<file path="config.mk">
export PLATFORM = sky130hd
export DESIGN_NAME = step_sequencer_core
export DESIGN_NICKNAME = d
export VERILOG_FILES = /design/src/rtl/step_sequencer_core.sv
export SDC_FILE = /design/constraint.sdc
export NUM_CORES = 1
export LEC_CHECK = 0
export ABC_AREA = 1
export CAP_MARGIN = 0
export CORE_MARGIN = 2
export CORE_UTILIZATION = 64
export CTS_CLUSTER_DIAMETER = 150
export DETAILED_ROUTE_END_ITERATION = 8
export DONT_BUFFER_PORTS = 1
export GPL_TIMING_DRIVEN = 0
export PLACE_DENSITY = 0.8
export REMOVE_ABC_BUFFERS = 1
export SLEW_MARGIN = 20
export SYNTH_ARGS = -nofsm -noshare
export SYNTH_HDL_FRONTEND = slang
export SYNTH_SLANG_ARGS = --single-unit
</file>
<file path="constraint.sdc">
create_clock -name clk -period 2.4 [get_ports clk]
set_input_delay 0.36 -clock clk [delete_from_list [all_inputs] [get_ports clk]]
set_output_delay 0.36 -clock clk [all_outputs]
set_load 0.005 [all_outputs]
</file>
<file path="src/rtl/step_sequencer_core.sv">
// 8-step pattern sequencer: encoder-driven step editing plus a tempo-driven
// playhead that emits a one-cycle strobe and a fixed-length gate per enabled step.
module step_sequencer_core #(
    parameter int TICK_CYCLES = 3_000_000,
    parameter int GATE_CYCLES = 600_000
) (
    input  logic       clk,
    input  logic       rst_n,
    input  logic [2:0] rotary_position,
    input  logic       button_pressed,
    input  logic       run,
    output logic [7:0] pattern,
    output logic [2:0] cursor,
    output logic [2:0] play_step,
    output logic       step_strobe,
    output logic       gate
);

    // state       | meaning
    // ST_STOPPED  | playhead frozen, tick/gate counters idle at 0
    // ST_RUNNING  | tick counter advancing, playhead steps every TICK_CYCLES

    localparam int TW = (TICK_CYCLES > 1) ? $clog2(TICK_CYCLES) : 1;
    localparam int GW = (GATE_CYCLES > 0) ? $clog2(GATE_CYCLES + 1) : 1;
    localparam logic [TW-1:0] TICK_LAST = TW'(TICK_CYCLES - 1);
    localparam logic [GW-1:0] GATE_LOAD = GW'(GATE_CYCLES);

    typedef enum logic {
        ST_STOPPED = 1'b0,
        ST_RUNNING = 1'b1
    } state_t;

    state_t        state_q, state_d;
    logic [7:0]    pattern_q, pattern_d;
    logic [2:0]    cursor_q;
    logic [2:0]    play_step_q, play_step_d;
    logic          strobe_q, strobe_d;
    logic          gate_q, gate_d;
    logic [TW-1:0] tick_q, tick_d;
    logic [GW-1:0] gate_cnt_q, gate_cnt_d;
    logic          btn_q;
    logic          press;
    logic [2:0]    next_step;

    always_comb begin
        press     = button_pressed & ~btn_q;
        next_step = play_step_q + 3'd1;

        pattern_d = pattern_q;
        if (press) begin
            pattern_d[cursor_q] = ~pattern_q[cursor_q];
        end

        state_d     = state_q;
        tick_d      = tick_q;
        play_step_d = play_step_q;
        strobe_d    = 1'b0;
        gate_cnt_d  = gate_cnt_q;
        gate_d      = gate_q;

        if (gate_cnt_q != '0) begin
            gate_cnt_d = gate_cnt_q - GW'(1);
            gate_d     = (gate_cnt_q != GW'(1));
        end

        if (state_q == ST_STOPPED) begin
            if (run) begin
                state_d = ST_RUNNING;
                tick_d  = '0;
            end
        end else begin
            if (!run) begin
                state_d    = ST_STOPPED;
                tick_d     = '0;
                gate_cnt_d = '0;
                gate_d     = 1'b0;
            end else if (tick_q == TICK_LAST) begin
                tick_d      = '0;
                play_step_d = next_step;
                strobe_d    = 1'b1;
                // post-edit pattern so a press landing on this edge counts
                if (pattern_d[next_step]) begin
                    gate_cnt_d = GATE_LOAD;
                    gate_d     = 1'b1;
                end else begin
                    gate_cnt_d = '0;
                    gate_d     = 1'b0;
                end
            end else begin
                tick_d = tick_q + TW'(1);
            end
        end
    end

    always_ff @(posedge clk) begin
        if (!rst_n) begin
            state_q     <= ST_STOPPED;
            pattern_q   <= 8'h00;
            cursor_q    <= 3'd0;
            play_step_q <= 3'd0;
            strobe_q    <= 1'b0;
            gate_q      <= 1'b0;
            tick_q      <= '0;
            gate_cnt_q  <= '0;
            btn_q       <= 1'b1;
        end else begin
            state_q     <= state_d;
            pattern_q   <= pattern_d;
            cursor_q    <= rotary_position;
            play_step_q <= play_step_d;
            strobe_q    <= strobe_d;
            gate_q      <= gate_d;
            tick_q      <= tick_d;
            gate_cnt_q  <= gate_cnt_d;
            btn_q       <= button_pressed;
        end
    end

    assign pattern     = pattern_q;
    assign cursor      = cursor_q;
    assign play_step   = play_step_q;
    assign step_strobe = strobe_q;
    assign gate        = gate_q;

endmodule
</file>
==> results of run 1 <==
-- synthesized netlist by cell type --
| master | n | area [sq um] |
|---|---|---|
| nor3_1 | 8 | 40.0 |
| nand3b_1 | 1 | 7.51 |
| nor4_1 | 3 | 18.8 |
| nand3_1 | 43 | 215 |
| o22ai_1 | 2 | 12.5 |
| buf_4 | 1 | 7.51 |
| buf_2 | 2 | 10.0 |
| a211oi_1 | 3 | 22.5 |
| nand3_2 | 3 | 30.0 |
| o21ai_0 | 24 | 120 |
| xnor2_1 | 2 | 17.5 |
| nand2_2 | 7 | 43.8 |
| ha_1 | 5 | 62.6 |
| o211ai_1 | 2 | 15.0 |
| o21ai_2 | 2 | 17.5 |
| nand4_1 | 14 | 87.6 |
| clkbuf_1 | 5 | 18.8 |
| nor3_4 | 1 | 16.3 |
| o2111ai_1 | 1 | 8.76 |
| nand2_1 | 125 | 469 |
| a221oi_1 | 1 | 8.76 |
| buf_6 | 1 | 11.3 |
| nor3_2 | 2 | 20.0 |
| nor2_2 | 6 | 37.5 |
| inv_2 | 5 | 18.8 |
| nand3_4 | 1 | 17.5 |
| o221ai_1 | 1 | 8.76 |
| a21oi_2 | 1 | 8.76 |
| nor2_1 | 56 | 210 |
| and3_1 | 2 | 12.5 |
| nor2_4 | 5 | 56.3 |
| nand2_4 | 1 | 11.3 |
| or2_2 | 1 | 6.26 |
| a21oi_1 | 29 | 145 |
| inv_1 | 77 | 289 |
| xor2_1 | 14 | 123 |
| dfxtp_1 | 60 | 1200 |
| nor4_4 | 1 | 21.3 |
-- worst max-delay path, cell delays in order (launching register included) --
cell     delay (ps)
dfxtp_1         400
ha_1            200
nand2_2          70
nor2_2          100
nand2_2          90
nor2_4          150
nand4_1         250
nand2_4         210
nand2_2         100
nand2_4         150
inv_2            80
nand2_1         110
o21ai_2          70
-- kinds of logic after synthesis --
group	Yosys count	share of synthesized area
and+or+nand+nor	280	0.383
buffers and inverters	91	0.103
AOI/OAI and AO/OA	66	0.107
DFF	60	0.348
xor gates and xnor gates	16	0.0406
adders and majority gates	5	0.0181
-- cell type report --
type                       count  area share
sequential                    60       0.327
tap                           70      0.0238
clock buffer                   9      0.0337
multi-input combinational    367       0.518
inverter                      82      0.0837
clock inverter                 7      0.0146
-- power groups by stage --
stage / Sequential (mW) / Combinational, mW / Clock (mW)
after floorplan: 1.27 / 1.13 / 0
after detailed placement: 1.30 / 1.37 / 0
after CTS: 1.28 / 1.38 / 0.813
after global routing: 1.30 / 1.62 / 0.854
after global placement: 1.29 / 1.32 / 0
final: 1.28 / 1.40 / 0.806
-- repair_timing --
item,in CTS,in global routing
setup endpoints to repair,0,5
resized for setup,0,2
hold buffers,0,0
-- per-layer routing --
metal | vias up | part of all wire | GRT usage
met5 | - | 0 | 0
met4 | 0 | 0.014 | 0.107
met3 | 12 | 0.048 | 0.0651
met2 | 78 | 0.48 | 0.465
met1 | 1508 | 0.45 | 0.319
li1 | 1669 | - | -
-- sequential cells by signal (all words and copies together), names as in the netlist --
signal       cells
btn_q            1
play_step        3
gate_cnt_q      20
tick_q          22
state_q          1
cursor           3
gate             1
step_strobe      1
pattern          8
-- per-stage QoR --
stage	total power, mW	instance area [sq um]	cells	setup WS, ps	util
2_1_floorplan	2.40	3400	509	612	-
3_3_place_gp	2.61	3490	579	238	0.679
3_5_place_dp	2.67	3490	579	206	0.679
4_1_cts	3.47	3670	595	173	0.714
5_1_grt	3.77	3680	595	90.2	0.716
6_report	3.48	3680	595	290	0.716
-- cells in the final DEF, fill, tap and decap left out, types with 2 or more instances in the layout --
master and count:
inv_1 77, inv_2 5, clkinvlp_4 3, xnor2_1 2, o21ai_0 24, nor2_4 5, clkbuf_8 9, nand2_4 3
nor2_2 7, nand2_1 125, nor3_2 2, o22ai_1 2, nand2_2 5, clkinv_4 3, nor3_1 8, nand3_1 43
ha_1 5, nand4_1 14, nand3_2 3, nor4_1 3, a21oi_1 29, nor2_1 55, a211oi_1 3, o21ai_2 2
and3_1 2, o211ai_1 2, xor2_1 14, dfxtp_1 60
-- worst max-delay path by stage --
stage	from	end	slack, ps	cells after the start
after detailed placement	tick_q[0]	gate_cnt_q[19]	210	12
after global routing	tick_q[0]	gate_cnt_q[19]	90	12
after floorplan	tick_q[0]	gate_cnt_q[19]	610	12
final	tick_q[0]	gate_cnt_q[19]	290	12
after CTS	tick_q[0]	gate_cnt_q[19]	170	12
after global placement	tick_q[0]	gate_cnt_q[19]	240	12
==> results.md, run 1 <==
Outcome:
- The run finished with clean final reports.

Setup path:
- The cell count of the worst reg-to-reg path is 12.
- At the worst endpoint, the required time is 2630 ps.
- The critical path class is flop to flop.
- Along the worst path, the maximum fanout reaches 12.
- The register-to-register path setup slack is 290 ps.
- The worst register-to-register path begins at tick_q[0].
- In this run the critical register-to-register path is captured at gate_cnt_q[19].
- The worst setup path is captured at a flop.
- The data arrival time of the critical path is 2340 ps.
- The worst setup path is launched from a flop.

Logic synthesis:
- In this run, distinct cell masters in the synthesized netlist total 38.
- The average size of a mapped cell is 6.66 sq um.
- The number of warnings reported in the yosys synthesis log is 0.
- After synthesis the netlist holds a flip-flop and latch count of 60.
- The synthesized cell area is 3450 sq um.
- Counting every instance in the synthesized netlist gives 518.
- The part of the Yosys area used for sequential elements is 0.348.

Drt:
- After detailed routing, the average wire length per cell comes to 12.5 um.
- The DRC violation count after routing is 0.
- The detail route stage leaves a number of antenna-violating nets equal to 0.
- The via count is 3267.
- The final layout contains routed wiring with a total length of 7.46 mm.
- The first-pass iteration count of the detailed router is 5.
- In the routed layout, each cell is associated on average with a via count of 5.49.
- The DRC violation total after the first TritonRoute iteration is 191.

Timing:
- Summed over all failing endpoints, the final setup total negative slack is 0 ps.
- Setup violations remaining at the end of the flow were counted as 0.
- Setup repair after global routing left no endpoint under its margin.
- The upper clock frequency limit is 474 MHz.
- The tightest hold path in the finished design has a slack of 79.7 ps.
- For the pin with the worst max-slew slack, the measured transition is 1040 ps.
- The count of endpoints failing hold in the final timing report came to 0.
- The tightest slew margin relative to the limit is 0.304.
- The final worst-path cycle share is 0.879.
- The worst path in the final design needs a cycle of 2110 ps, including I/O delays and setup.
- The final setup skew is 11.4 ps.
- The max-slew violation count is 0.

Cells and area:
- The multi-input combinational cells in the finished layout cover a total of 1900 sq um.
- The repair_antennas step left the layout with diodes totalling 0.
- The register cell area after layout is 1200 sq um.
- The fraction of final layout cells with drive strength greater than 1 is 0.101.
- The net count of the finished layout is 532.
- The relative area change from synthesis to final layout is 6.68%.
- The fill cell total of the finished layout is 458.

Worst hold path:
- The path with the worst hold slack has its endpoint at btn_q.
- The startpoint of the most critical hold path is rst_n.
- Along the worst hold path, the cell count comes to 1.
- The min-delay analysis places its worst path in the category primary input to flop.

CTS:
- The TritonCTS clock tree is done.
- The root buffer cell chosen for the clock tree is clkbuf_8.
- The level count of the clock H-tree is 3.
- TritonCTS created 9 clock buffers.
- The clock passes through at most 2 buffers.
- Clock-pin slew was measured on the worst setup and hold paths at 80 ps.
- The clock drives 60 sinks.
- The setup fix buffers added after clock tree synthesis is 0.
- The clock reaches the later pin of the worst-skew pair after 350 ps.

GRT:
- The first global-routing pass estimated 13.0 mm of wire.
- The number of antenna violations at the first check in global routing is 0.
- Entering global routing, the biggest net connects 31 pins.
- The total global-route track usage is 0.268.
- The remaining global-route overflow is 0.
- The number of global-route vias before repair is 3090.

Power:
- The net switching fraction of the power is 0.423.
- The power per standard cell area is 947 nW/um^2.
- The internal portion of total power is 2.01 mW.
- The largest voltage drop on the vdd net is 0.517 mV.
- Of the total power, combinational logic draws 0.402.
- Of the total power, registers draw 0.367.
- Summed over all nets, the switching power comes to 1.47 mW.
- The leakage power of the design is 1.53 nW.
- Of the total power, the clock network draws 0.231.

Floorplanning:
- The starting utilization of the core area is 0.671.
- The area of the core is 5140 sq um.
- The die covers 5990 sq um.
- The floorplan step set the die height to 77.4 um.
- In this run the core area contains 26 standard-cell rows.
- 23 I/O pins were placed.
- In this run the horizontal extent of the chip is 77.4 um.

Flow run:
- The max-capacitance violation count is 0.

Placed design:
- The count of input and output buffers is 0.
- The half-perimeter wire length after detailed placement is 5.53 mm.
- At the end of routability-driven placement, the weighted congestion stood at 0.907.
Note: power is estimated with default switching activity, not from simulation.
==> run 2: changes to the inputs <==
ABC_AREA = default   (was 1)
CORE_UTILIZATION = 63   (was 64)
PLACE_DENSITY = 0.75   (was 0.8)
==> run 2 against run 1 <==
Utilization fell by 2.5 points. Via count is 23% lower. Critical endpoint is now gate_cnt_q[10]. Power down 5.0%. Setup slack got worse by 140 ps. Die area is 11% lower. Combinational power down 10%. Register-to-register slack got worse by 140 ps. Clock skew decreased by 1.3 ps. Sequential cell count stayed put. Clock power is 4.6% lower. Highest routed layer unchanged. Global-route usage shrank 3.0 points.
==> results.md, run 2 <==
GRT:
- For this run, the total global-route usage over all layers was measured as 0.238.
- The remaining global-route overflow is 0.
- The number of global-route vias before repair came to 2207.
- The first global-routing pass estimated 9.94 mm of wire.
- Entering global routing, the biggest net connects 31 pins.
- The number of antenna violations at the first check in global routing is 0.

Timing:
- The final setup skew is 10.0 ps.
- The final count of negative-setup-slack endpoints is 0.
- The slew at the pin closest to its max-slew limit is 1000 ps.
- The count of endpoints failing hold in the final timing report was 0.
- The final critical-path required period is 2250 ps.
- The max-slew violation count is 0.
- The final worst-path cycle share is 0.936.
- Static timing analysis puts the maximum clock frequency at 445 MHz.
- Setup repair after global routing left no endpoint under its margin.
- The worst pin sits at a relative slew slack of 0.331.
- Across all hold checks on the routed design, the worst slack comes to 93.1 ps.

Setup path:
- Walking the worst path, the cells encountered are or4_4 -> or4_4 -> nor2_8 -> nor4_1 -> xnor2_1 -> o21ai_0.
- The worst path buffer plus inverter count is 0.
- Grouping stages by cell kind, the critical path spends the most delay in simple AND/OR/NAND/NOR gates.
- The maximum fanout encountered on the critical timing path is 19.
- The data required time of the worst path is 2600 ps.
- The largest stage delay on the critical path is 610 ps.
- The largest individual stage delay along the critical path comes from the cell or4_4.
- Among the stages of the critical path, the cell type that occurs most often is or4_4.
- STA classifies the critical path startpoint as a flop.
- The data arrival time of the critical path is 2450 ps.
- The critical path is of the flop to flop type.
- The element type at the critical path end is a flop.

Cells and area:
- Fill cells in the final layout number 376.
- The relative area change from synthesis to final layout is 7.57%.
- The number of standard cells in the final layout excluding fillers is 406.
- The layout net count is 359.
- The fraction of final layout cells with drive strength greater than 1 is 0.102.
- 0 antenna diodes ended up in the layout.
- Leaving out fill and tap cells, the most frequent cells in the layout are dfxtp_1 (59), nor2_1 (41), nand2_1 (22), xnor2_1 (21), o21ai_0 (18).
- The library cell used most frequently in the layout, excluding fill and tap cells, is dfxtp_1.
- The register cell area after layout is 1200 sq um.
- The final standard cell utilization of the core is 0.690.
- The register with the most flip-flops in the final layout is tick_q.
- The design area is 3220 sq um.
- Summing all multi-input logic gate instances after layout gives 1730 sq um.
- The number of flip-flops in the largest register is 22.

Power:
- The internal portion of total power is 2.14 mW.
- The proportion of power drawn by the clock network is 0.232.
- In this run the static leakage power is 1.14 nW.
- Total power for the finished layout comes to 3.31 mW.
- The share of total power dissipated in combinational logic is 0.380.
- The sequential share of power is 0.388.
- The power per standard cell area is 1030 nW/um^2.
- Of the total power, the share spent switching nets is 0.354.
- The worst-case IR drop observed on VDD is 0.507 mV.
- The net load switching power is 1.17 mW.

Logic synthesis:
- After synthesis, the most frequently instantiated cells are dfxtp_1 (60), nor2_1 (41), nand2_1 (22), xnor2_1 (21), o21ai_0 (18).
- After synthesis the netlist holds a flip-flop and latch count of 60.
- The cell count after synthesis came out at 350.
- The netlist uses 55 different library cells.
- In the synthesized netlist the dominant register cell turns out to be dfxtp_1.
- The share of synthesized registers carrying an async set or reset is 0.
- The synthesized design contains 0 enable-type register cells.
- The cell area that synthesis handed to floorplanning was 2990 sq um.
- The part of the Yosys area used for sequential elements is 0.402.
- Summed over all instances, the cell type with the most area after synthesis is dfxtp_1.
- In the post-synthesis netlist, the cell with the most instances is dfxtp_1.
- Of the post-synthesis cell area, the dominant cell type holds 0.402.
- During synthesis, Yosys emitted a total of 0 warnings.
- By area the synthesized netlist is led by dfxtp_1 (40%), xnor2_1 (6.2%), nor2_1 (5.1%).
- A synthesized cell averages 8.54 sq um.

Floorplanning:
- The die height is 72.9 um.
- The die extent in x is 72.9 um.
- The I/O pin count is 23.
- The site row count is 25.
- The total area inside the core boundary comes to 4660 sq um.
- The floorplan step defined a die boundary enclosing 5310 sq um.
- The starting utilization of the core area is 0.642.

CTS:
- TritonCTS built the clock tree.
- The number of hold buffers added after cts is 0.
- The number of clock buffers added by TritonCTS is 9.
- At the later pin of the worst-skew pair, clock insertion delay measures 340 ps.
- No sink is reached through more buffers than the 2 on the longest clock path.
- The register clock-pin slew on the reported worst setup and hold paths is 70 ps.
- The clock sink count is 60.
- The clock tree synthesis step divided the H-tree into 3 levels.
- The buffer type at the clock tree root is clkbuf_8.

Drt:
- The first-pass iteration count of the detailed router is 4.
- The via count is 2528.
- The final routed wire length divided by cell count is 14.9 um.
- The total length of routed wires is 6.04 mm.
- The average via count per standard cell is 6.23.
- The DRC violation count after routing is 0.
- The number of antenna-violating nets in the routed design is 0.
- In this run, the number of DRC markers left after iteration 0 of detailed routing was 123.

Placed design:
- The count of input and output buffers is 0.
- The global placer's final weighted congestion is 0.796.
- In this run the cell area measured after placement is 2980 sq um.
- The half-perimeter wire length after detailed placement is 3.97 mm.
- The cell count after placement is 386.

Outcome:
- The run finished with clean final reports.

Flow run:
- The tool flagged a number of max-cap violations equal to 0.

Worst hold path:
- The worst min-delay path category is primary input to flop.
[run 2: final timing paths]
path / start / end / cells past startpoint / slack (ps)
setup / recovery: gate_cnt_q[10] / gate_cnt_q[10] / 6 / 150
hold / removal: rst_n / btn_q / 1 / 90
setup reg to reg: gate_cnt_q[10] / gate_cnt_q[10] / 6 / 150
hold reg to reg: tick_q[2] / tick_q[2] / 2 / 490
[run 2: metrics by stage]
step | setup TNS (ps) | setup slack [ps]
floorplan | 0 | 281
CTS | 0 | 43.1
global placement | -2980 | -299
finish | 0 | 155
global route | 0 | 11.1
detailed placement | -171 | -33.2
[run 2: cell families after synthesis]
family                   after synthesis  synth area share
flip-flops                            60             0.402
adder cells (fa/ha/maj)                5            0.0209
XOR/XNOR                              27            0.0791
multiplexers                           4            0.0138
AO/OA/AOI/OAI                         77             0.172
AND/OR/NAND/NOR                      153             0.278
buffers and inverters                 24            0.0347
[run 2: power groups by stage]
stage | logic (mW) | clock network, mW | registers [mW]
floorplan | 1.08 | 0 | 1.27
global route | 1.42 | 0.826 | 1.30
finish | 1.26 | 0.769 | 1.28
detailed placement | 1.25 | 0 | 1.30
CTS | 1.26 | 0.788 | 1.28
global placement | 1.23 | 0 | 1.29
[run 2: timing repair]
action	4_1_cts	5_1_grt
pin swaps	0	4
setup buffers	0	4
setup endpoints to repair	9	26
resized for setup	1	7
[run 2: cell type report]
class	count	area share
flip-flops and latches	60	0.374
clock buffers	14	0.0475
well taps	54	0.0210
clock inverters	2	0.00311
inverters	6	0.00700
multi-input cells	266	0.538
repair buffers	4	0.00933
[run 2: layer usage]
layer	global-route usage	share of wire	vias to the layer above
met3	0.0594	0.040	12
li1	-	-	1266
met5	0	0	-
met4	0.117	0.017	0
met1	0.309	0.47	1196
met2	0.370	0.47	54
[run 2: worst reg2reg max path, stage by stage, from the launching register on]
cell and delay (ps):
dfxtp_1 340, or4_4 570, or4_4 610, nor2_8 260, nor4_1 110, xnor2_1 150, o21ai_0 80
